[src/rtl/instr_pkg.sv]
// Shared instruction encoding: opcodes, field types, encoding layouts, immediate formats,
// the decoded-entry struct and the immediate builder used by the decoder.
package instr_pkg;

  typedef enum logic [6:0] {
    OP_LD     = 7'b0000011,
    OP_NOP    = 7'b0001111,
    OP_ARITHI = 7'b0010011,
    OP_LDUIPC = 7'b0010111,
    OP_ST     = 7'b0100011,
    OP_ARITH  = 7'b0110011,
    OP_LDUI   = 7'b0110111,
    OP_BR     = 7'b1100011,
    OP_JALR   = 7'b1100111,
    OP_BRR    = 7'b1101011,
    OP_JAL    = 7'b1101111
  } op_t;

  typedef logic [2:0] funct3_t;
  typedef logic [4:0] reg_idx_t;

  typedef enum logic [2:0] {IMM_NONE, IMM_I, IMM_S, IMM_U, IMM_J} imm_fmt_t;

  typedef struct packed {
    logic [6:0] funct7;
    reg_idx_t   rs2;
    reg_idx_t   rs1;
    funct3_t    funct3;
    reg_idx_t   rd;
    logic [6:0] opcode;
  } instr_r_t;

  typedef struct packed {
    logic [11:0] imm12;
    reg_idx_t    rs1;
    funct3_t     funct3;
    reg_idx_t    rd;
    logic [6:0]  opcode;
  } instr_i_t;

  typedef struct packed {
    logic [6:0] imm7;
    reg_idx_t   rs2;
    reg_idx_t   rs1;
    funct3_t    funct3;
    logic [4:0] imm5;
    logic [6:0] opcode;
  } instr_s_t;

  // Shared by LDUI/LDUIPC (upper immediate) and JAL/BR (halfword offset).
  typedef struct packed {
    logic [19:0] imm20;
    reg_idx_t    rd;
    logic [6:0]  opcode;
  } instr_u_t;

  // Immediate is kept at 32 bits sign-extended; the stage widens it to XLEN.
  typedef struct packed {
    logic [6:0]  op;
    funct3_t     funct3;
    reg_idx_t    rd;
    reg_idx_t    rs1;
    reg_idx_t    rs2;
    reg_idx_t    cond;
    logic [31:0] imm;
    logic        uses_rs1;
    logic        uses_rs2;
    logic        writes_rd;
    logic        illegal;
  } dec_t;

  function automatic logic [31:0] imm_gen(input imm_fmt_t fmt, input logic [31:0] instr);
    instr_i_t fi;
    instr_s_t fs;
    instr_u_t fu;
    fi = instr_i_t'(instr);
    fs = instr_s_t'(instr);
    fu = instr_u_t'(instr);
    case (fmt)
      IMM_I:   return {{20{fi.imm12[11]}}, fi.imm12};
      IMM_S:   return {{20{fs.imm7[6]}}, fs.imm7, fs.imm5};
      IMM_U:   return {fu.imm20, 12'b0};
      IMM_J:   return {{11{fu.imm20[19]}}, fu.imm20, 1'b0};
      default: return 32'b0;
    endcase
  endfunction

endpackage

[src/rtl/instr_decode.sv]
// Combinational field/immediate extraction and operand-usage classification.
// Zero latency; no flow control of its own.
module instr_decode
  import instr_pkg::*;
(
  input  logic [31:0] instr,
  output dec_t        dec
);

  instr_r_t f;
  imm_fmt_t fmt;
  logic     rs1_use, rs2_use, rd_wr, bad, branch;

  assign f = instr_r_t'(instr);

  always_comb begin
    fmt     = IMM_NONE;
    rs1_use = 1'b0;
    rs2_use = 1'b0;
    rd_wr   = 1'b0;
    bad     = 1'b0;
    branch  = 1'b0;
    case (f.opcode)
      OP_ARITH:  begin rs1_use = 1'b1; rs2_use = 1'b1; rd_wr = 1'b1; end
      OP_ARITHI: begin fmt = IMM_I; rs1_use = 1'b1; rd_wr = 1'b1; end
      OP_LD: begin
        fmt = IMM_I; rs1_use = 1'b1; rd_wr = 1'b1;
        bad = (f.funct3 == 3'b011) || (f.funct3[2:1] == 2'b11);
      end
      OP_ST: begin
        fmt = IMM_S; rs1_use = 1'b1; rs2_use = 1'b1;
        bad = (f.funct3 >= 3'b011);
      end
      OP_LDUI, OP_LDUIPC: begin fmt = IMM_U; rd_wr = 1'b1; end
      OP_JAL:    begin fmt = IMM_J; rd_wr = 1'b1; end
      OP_JALR:   begin fmt = IMM_I; rs1_use = 1'b1; rd_wr = 1'b1; end
      OP_BR:     begin fmt = IMM_J; branch = 1'b1; end
      OP_BRR:    begin fmt = IMM_I; rs1_use = 1'b1; branch = 1'b1; end
      OP_NOP:    ;
      default:   bad = 1'b1;
    endcase
  end

  // Branches reuse bits [11:7] as a condition code, not a destination.
  always_comb begin
    dec           = '0;
    dec.op        = f.opcode;
    dec.funct3    = f.funct3;
    dec.rs1       = f.rs1;
    dec.rs2       = f.rs2;
    dec.rd        = branch ? 5'd0 : f.rd;
    dec.cond      = branch ? f.rd : 5'd0;
    dec.imm       = imm_gen(fmt, f);
    dec.illegal   = bad;
    dec.uses_rs1  = rs1_use & ~bad;
    dec.uses_rs2  = rs2_use & ~bad;
    dec.writes_rd = rd_wr & ~bad & (f.rd != 5'd0);
  end

endmodule

[src/rtl/decode_stage.sv]
// Decode stage: instruction word in, decoded entry out through a 1- or 2-entry buffer, latency 1.
// BUF_DEPTH=2 stalls on a registered full flag; BUF_DEPTH=1 forwards out_ready into in_ready.
module decode_stage
  import instr_pkg::*;
#(
  parameter int XLEN      = 32,
  parameter int BUF_DEPTH = 2
) (
  input  logic            clk,
  input  logic            rst,
  input  logic            in_valid,
  output logic            in_ready,
  input  logic [31:0]     in_instr,
  input  logic [XLEN-1:0] in_pc,
  input  logic            flush,
  output logic            out_valid,
  input  logic            out_ready,
  output logic [6:0]      out_op,
  output logic [2:0]      out_funct3,
  output logic [4:0]      out_rd,
  output logic [4:0]      out_rs1,
  output logic [4:0]      out_rs2,
  output logic [4:0]      out_cond,
  output logic [XLEN-1:0] out_imm,
  output logic [XLEN-1:0] out_pc,
  output logic            out_uses_rs1,
  output logic            out_uses_rs2,
  output logic            out_writes_rd,
  output logic            out_illegal
);

  localparam int CW = $clog2(BUF_DEPTH + 1);

  dec_t                           dec_new;
  dec_t [BUF_DEPTH-1:0]           dec_q, dec_d;
  dec_t [BUF_DEPTH:0]             dec_x;
  logic [BUF_DEPTH-1:0][XLEN-1:0] pc_q, pc_d;
  logic [BUF_DEPTH:0][XLEN-1:0]   pc_x;
  logic [CW-1:0]                  cnt_q, cnt_d, wr_idx;
  logic                           push, pop;
  logic signed [31:0]             head_imm;

  instr_decode u_instr_decode (
    .instr (in_instr),
    .dec   (dec_new)
  );

  if (BUF_DEPTH == 2) begin : g_reg_ready
    assign in_ready = !rst && (cnt_q != CW'(BUF_DEPTH));
  end else begin : g_pass_ready
    assign in_ready = !rst && (!out_valid || out_ready);
  end

  assign out_valid = (cnt_q != '0);
  assign push      = in_valid && in_ready;
  assign pop       = out_valid && out_ready;

  // Slot 0 is the head; a pop shifts everything down, a push lands behind the survivors.
  always_comb begin
    dec_x  = {dec_t'('0), dec_q};
    pc_x   = {XLEN'(0), pc_q};
    wr_idx = cnt_q - CW'(pop);
    cnt_d  = cnt_q + CW'(push) - CW'(pop);
    dec_d  = dec_q;
    pc_d   = pc_q;
    for (int i = 0; i < BUF_DEPTH; i++) begin
      dec_d[i] = pop ? dec_x[i+1] : dec_x[i];
      pc_d[i]  = pop ? pc_x[i+1]  : pc_x[i];
      if (push && (wr_idx == CW'(i))) begin
        dec_d[i] = dec_new;
        pc_d[i]  = in_pc;
      end
    end
  end

  // Flush also discards any word accepted in the same cycle.
  always_ff @(posedge clk) begin
    if (rst || flush) begin
      cnt_q <= '0;
      dec_q <= '0;
      pc_q  <= '0;
    end else begin
      cnt_q <= cnt_d;
      dec_q <= dec_d;
      pc_q  <= pc_d;
    end
  end

  assign head_imm      = dec_q[0].imm;
  assign out_imm       = XLEN'(head_imm);
  assign out_pc        = pc_q[0];
  assign out_op        = dec_q[0].op;
  assign out_funct3    = dec_q[0].funct3;
  assign out_rd        = dec_q[0].rd;
  assign out_rs1       = dec_q[0].rs1;
  assign out_rs2       = dec_q[0].rs2;
  assign out_cond      = dec_q[0].cond;
  assign out_uses_rs1  = dec_q[0].uses_rs1;
  assign out_uses_rs2  = dec_q[0].uses_rs2;
  assign out_writes_rd = dec_q[0].writes_rd;
  assign out_illegal   = dec_q[0].illegal;

endmodule

[config.mk]
export PLATFORM = sky130hd
export DESIGN_NAME = decode_stage
export DESIGN_NICKNAME = d
export VERILOG_FILES = /design/src/rtl/instr_pkg.sv /design/src/rtl/instr_decode.sv /design/src/rtl/decode_stage.sv
export SDC_FILE = /design/constraint.sdc
export NUM_CORES = 1
export LEC_CHECK = 0
export CAP_MARGIN = 0
export CORE_ASPECT_RATIO = 1.25
export CORE_MARGIN = 5
export CORE_UTILIZATION = 48
export DETAILED_ROUTE_END_ITERATION = 8
export GPL_ROUTABILITY_DRIVEN = 0
export PLACE_DENSITY = 0.84
export SLEW_MARGIN = 20
export SYNTH_ARGS = -nofsm -noshare
export SYNTH_HDL_FRONTEND = slang
export SYNTH_SLANG_ARGS = --single-unit
[constraint.sdc]
create_clock -name clk -period 2.7 [get_ports clk]
set_input_delay 0.54 -clock clk [delete_from_list [all_inputs] [get_ports clk]]
set_output_delay 0.54 -clock clk [all_outputs]
set_load 0.05 [all_outputs]
# After elaboration in Yosys (flattened, before gate mapping)

Index checks and enable logic that the tools add are counted.

Logic and storage cells: 91
Bits in registers: 198
Output and inout port bits: 100

Reduce and logical (&&, ||, !) cells: 21
Muxes and demuxes: 17
Eq/ne operators: 19
Bitwise gates (word level): 5
Add/sub/neg operators: 3
Order comparisons: 1

Operators by type and width:

| cell                 | number |
|---|---|
| $mux W66             | 4 |
| $mux W32             | 4 |
| $pmux W32 S4         | 1 |
| $eq A7 B7 Y1 const B | 4 |
| $eq A7 B6 Y1 const B | 3 |
| $eq A7 B5 Y1 const B | 2 |
| $pmux W3 S4          | 1 |
| $mux W5              | 2 |
| $eq A3 B2 Y1 const B | 3 |
| $reduce_or A9 Y1     | 1 |
| $reduce_or A2 Y1     | 4 |
| $eq A7 B2 Y1 const B | 1 |
| $eq A7 B4 Y1 const B | 1 |
| $reduce_or A7 Y1     | 1 |
| $reduce_bool A2 Y1   | 3 |
| $reduce_or A6 Y1     | 1 |
| $logic_and A1 B1 Y1  | 5 |
| $reduce_bool A5 Y1   | 1 |
| $and A1 B1 Y1        | 4 |
| $mux W1              | 4 |
| $reduce_or A4 Y1     | 1 |
| $sub A2 B1 Y2        | 2 |
| $eq A3 B1 Y1 const B | 1 |
| $eq A3 B3 Y1 const B | 1 |
| other kinds (10)     | 11 |

# Longest topological paths before layout

Depth in word-level cells: 7
Mapped depth: 11
Depth with buffers taken out: 9

# By module

From an unflattened synthesis, not the netlist that was laid out.

Cells, all modules: 1,138
Area total of the unflattened synthesis: 10,681.5 µm²

By module, submodules not included:

| module       | area each (µm²) | times used | cells an instance |
|---|---|---|---|
| decode_stage | 9,793.1         | 1          | 1,020 |
| instr_decode | 888.4           | 1          | 118 |

# Worst setup path after synthesis

No wires, ideal clock.

Path type: input port to flip-flop
Start: input port out_ready
End: register dec_q (netlist bit out_imm[5])
Arrival time: 2.506 ns
Buffers on the path: 4
Data required time: 2.558 ns
Setup slack: 0.052 ns
Cell stages on the path: 11
Setup time: 0.142 ns
Cell sequence: o21ai_1 -> inv_1 -> buf_2 -> clkbuf_1 -> ha_1 -> or2_1 -> a211o_1 -> buf_2 -> buf_2 -> a221oi_1 -> a311oi_1

Cells in the longest elaborated chain, start to end: 5
Elaborated cells between the ends (all ways): 6
Classes of those cells: add/sub: 1; mux: 1; reduce/logical: 4

Ends and longest elaborated chain:

| item                                                  | RTL line           | RTL |
|---|---|---|
| from (decl)                                           | decode_stage.sv:17 | `input logic out_ready,` |
| $logic_and A1 B1 Y1 (*)                               | decode_stage.sv:56 | `assign pop = out_valid && out_ready;` |
| $sub A2 B1 Y2                                         | decode_stage.sv:62 | `wr_idx = cnt_q - CW'(pop);` |
| $logic_not A2 Y1                                      | decode_stage.sv:69 | `if (push && (wr_idx == CW'(i))) begin` |
| $logic_and A1 B1 Y1                                   | decode_stage.sv:69 |  |
| $mux W66 / $reduce_bool A2 Y1 (equally long branches) | --                 |  |
| to (signal assigned)                                  | decode_stage.sv:80 | `dec_q <= '0;` |
| to (signal assigned)                                  | decode_stage.sv:84 | `dec_q <= dec_d;` |
| to (decl)                                             | decode_stage.sv:35 | `dec_t [BUF_DEPTH-1:0] dec_q, dec_d;` |

Every way passes the cells marked *; elsewhere a longest branch is shown, timed or not.
A chain may end at the register's enable or synchronous reset.

# Worst setup path after layout

Start: input port out_ready
End: register dec_q (netlist bit out_funct3[2])

Same word-level chain as after synthesis.

==> results.json <==
{
  "synthCells": 1126,
  "multi_input_area_um2": 4073,
  "postCtsHoldBufs": 0,
  "num_vias": 8347,
  "dieArea_um2": 22010,
  "synth_area_per_cell_um2": 8.152,
  "rows": 56,
  "endpoint_kind": "register",
  "vias_per_cell": 5.932,
  "rsz0062_at_grt": "no",
  "ctsResizeCount": 0,
  "outcome": "complete, no violations",
  "area_growth_pct": 21.41,
  "path_delay_family": "buffers and inverters",
  "cts_setup_buffers": 0,
  "whs_ns": 0.4467,
  "drt_iter0_markers": 845,
  "worstMarginPinSlew_ns": 0.6876,
  "required_ns": 3.03,
  "io_pins": 169,
  "cp_num_buf_inv": 3,
  "root_buffer": "clkbuf_16",
  "hold_class": "reg2reg",
  "seq_area_um2": 3964,
  "synth_cell_types": 50,
  "core_um2": 18780,
  "drv_slew": 0,
  "setup_viol": 0,
  "synth_area_um2": 9179,
  "cpMostUsedCell": "buf_4",
  "io_buffer_count": 168,
  "worst_slack_ns": 0.2581,
  "initial_core_util": 0.4888,
  "drive_gt1_frac": 0.08170,
  "numCtsBuffers": 17,
  "cap_violations": 0,
  "cts_max_path_buffers": 2,
  "seq_area_frac_synth": 0.4318,
  "ys_ff_latch": 198,
  "skew_ns": 0.005961,
  "syn_nets": 1198,
  "final_common_cell": "nand2_1",
  "crit_path_top_delay_cell": "buf_4",
  "period_needed_ns": 2.442,
  "fmax_mhz": 409.5,
  "tns_ns": 0,
  "overflow": 0,
  "fp.dieH_um": 164.6,
  "criticalPathCategory": "in2reg",
  "layout_common_cells": "nand2_1 (233), dfxtp_1 (198), clkdlybuf4s50_1 (167)",
  "dp.cells": 1375,
  "cts_tree": "built",
  "nets": 1234,
  "critPathArrivalTime_ns": 2.77,
  "synth_edf_count": 0,
  "dr.pass1.iters": 5,
  "cp_max_fo": 65,
  "hpwlAfterDp_um": 17350,
  "clk-insertion-delay-late_ns": 0.43,
  "antenna_found_initial": 0,
  "clk_pin_slew_ns": 0.07,
  "wl_um": 25090,
  "crit_chain": "clkdlybuf4s50_1 > o21ai_4 > buf_4 > buf_4 > nand2_1 > a311oi_1",
  "final_cells": 1407,
  "die-width_um": 133.7,
  "async_flop_share": 0,
  "postRouteAntennaNets": 0,
  "drcViolationCount": 0,
  "cpPeakStageDelay_ns": 0.59,
  "pre_cts_ws_ns": -0.1370,
  "grt_pass1_wl_um": 39940,
  "track_usage": 0.2217,
  "ir_drop_mv": 0.4269,
  "grt_start_max_net_pins": 66,
  "period_share": 0.9044,
  "leakage_uw": 0.003574,
  "routedWlPerCell_um": 17.83,
  "grt_pass1_vias": 7846,
  "n_antenna_cell": 0,
  "critical_path.startpoint_type": "input port",
  "cts_sinks": 198,
  "ys.flop_type": "dfxtp_1",
  "yosysWarnings": 0,
  "fill_cells": 1617,
  "cellPowerDensity_nw_per_um2": 595.4,
  "htree_levels": 4,
  "hold_viol": 0,
  "slew_headroom": 0.5416
}
worst paths after layout:
path,from,slack (ns),to,cells past startpoint
hold reg to reg,dec_q[67],0.45,dec_q[67],2
hold / removal,dec_q[67],0.45,dec_q[67],2
setup reg to reg,cnt_q[1],0.35,out_funct3[2],5
setup / recovery,out_ready,0.26,out_funct3[2],6
routing by layer:
metal	part of all wire	global-route usage	routed length (um)	up-vias
met1	0.39	0.2602	9727	3960
met3	0.069	0.04509	1736	64
met2	0.51	0.3953	12900	364
met5	0	0	0	-
li1	-	-	-	3959
met4	0.029	0.09214	733	0
metrics by stage:
step | total power [uW] | cell area (um2) | utilization
floorplan | 3696 | 9179 | -
global route | 6857 | 11140 | 0.5935
detailed placement | 4031 | 10520 | 0.5604
CTS | 6677 | 11140 | 0.5935
finish | 6635 | 11140 | 0.5935
global placement | 4020 | 10520 | 0.5604
worst register-to-register path, delay by kind of cell, from the launching register on:
kind | cells | cell delay, ns
flip-flops | 1 | 0.38
AO/OA/AOI/OAI | 2 | 0.53
buffers and inverters | 2 | 1.20
AND/OR/NAND/NOR | 1 | 0.15
cells in the mapped netlist, types with 2 or more instances:
master	number	area share
a311oi_1	73	0.070
a221oi_2	4	0.0065
buf_2	28	0.015
a31oi_1	4	0.0027
nand3_1	103	0.056
a211oi_1	24	0.020
ha_1	3	0.0041
mux2i_1	20	0.022
nor3_1	3	0.0016
o2bb2ai_1	4	0.0038
or2_2	3	0.0020
buf_1	13	0.0053
a211o_1	2	0.0019
o21ai_0	4	0.0022
nor2_1	72	0.029
nand2_1	233	0.095
inv_1	4	0.0016
or2_1	2	0.0014
nand2b_1	2	0.0014
a221oi_1	22	0.021
a22o_1	4	0.0038
a21oi_1	103	0.056
and2_1	3	0.0020
dfxtp_1	198	0.43
buf_4	96	0.079
a22oi_1	12	0.0098
and3_1	5	0.0034
o21a_1	5	0.0041
clkbuf_1	56	0.023
area by class of cell:
| class | count | share of cell area |
|---|---|---|
| Multi-Input combinational cell | 728 | 0.3654 |
| Sequential cell | 198 | 0.3557 |
| Timing Repair Buffer | 213 | 0.1956 |
| Clock buffer | 19 | 0.04064 |
| Tap cell | 232 | 0.02605 |
| Clock inverter | 13 | 0.01504 |
| Inverter | 4 | 0.001572 |
flip-flops by register name, summed over array words and instances, names as in the netlist:
name and count:
out_writes_rd 1, out_illegal 1, out_rd 5, out_uses_rs2 1, out_uses_rs1 1, cnt_q 2
out_cond 5, dec_q 66, out_pc 32, out_rs2 5, out_rs1 5, pc_q 32
out_funct3 3, out_imm 32, out_op 7
kinds of logic after synthesis:
group	after synthesis	share of synthesized area
mux	20	0.02181
buf+inv	200	0.1270
simple gates	432	0.1979
xor+xnor	3	0.003681
compound gates	270	0.2136
flops	198	0.4318
fa+ha+maj	3	0.004090
report_power, final:
part           switching, uW  total [uW]  leakage (uW)  internal, uW
Combinational            607         950       0.00167           343
Clock                   1140        2660      0.000306          1520
Sequential              38.5        3020       0.00160          2990
Total                   1780        6640       0.00357          4850
(Power assumes the default switching activity.)
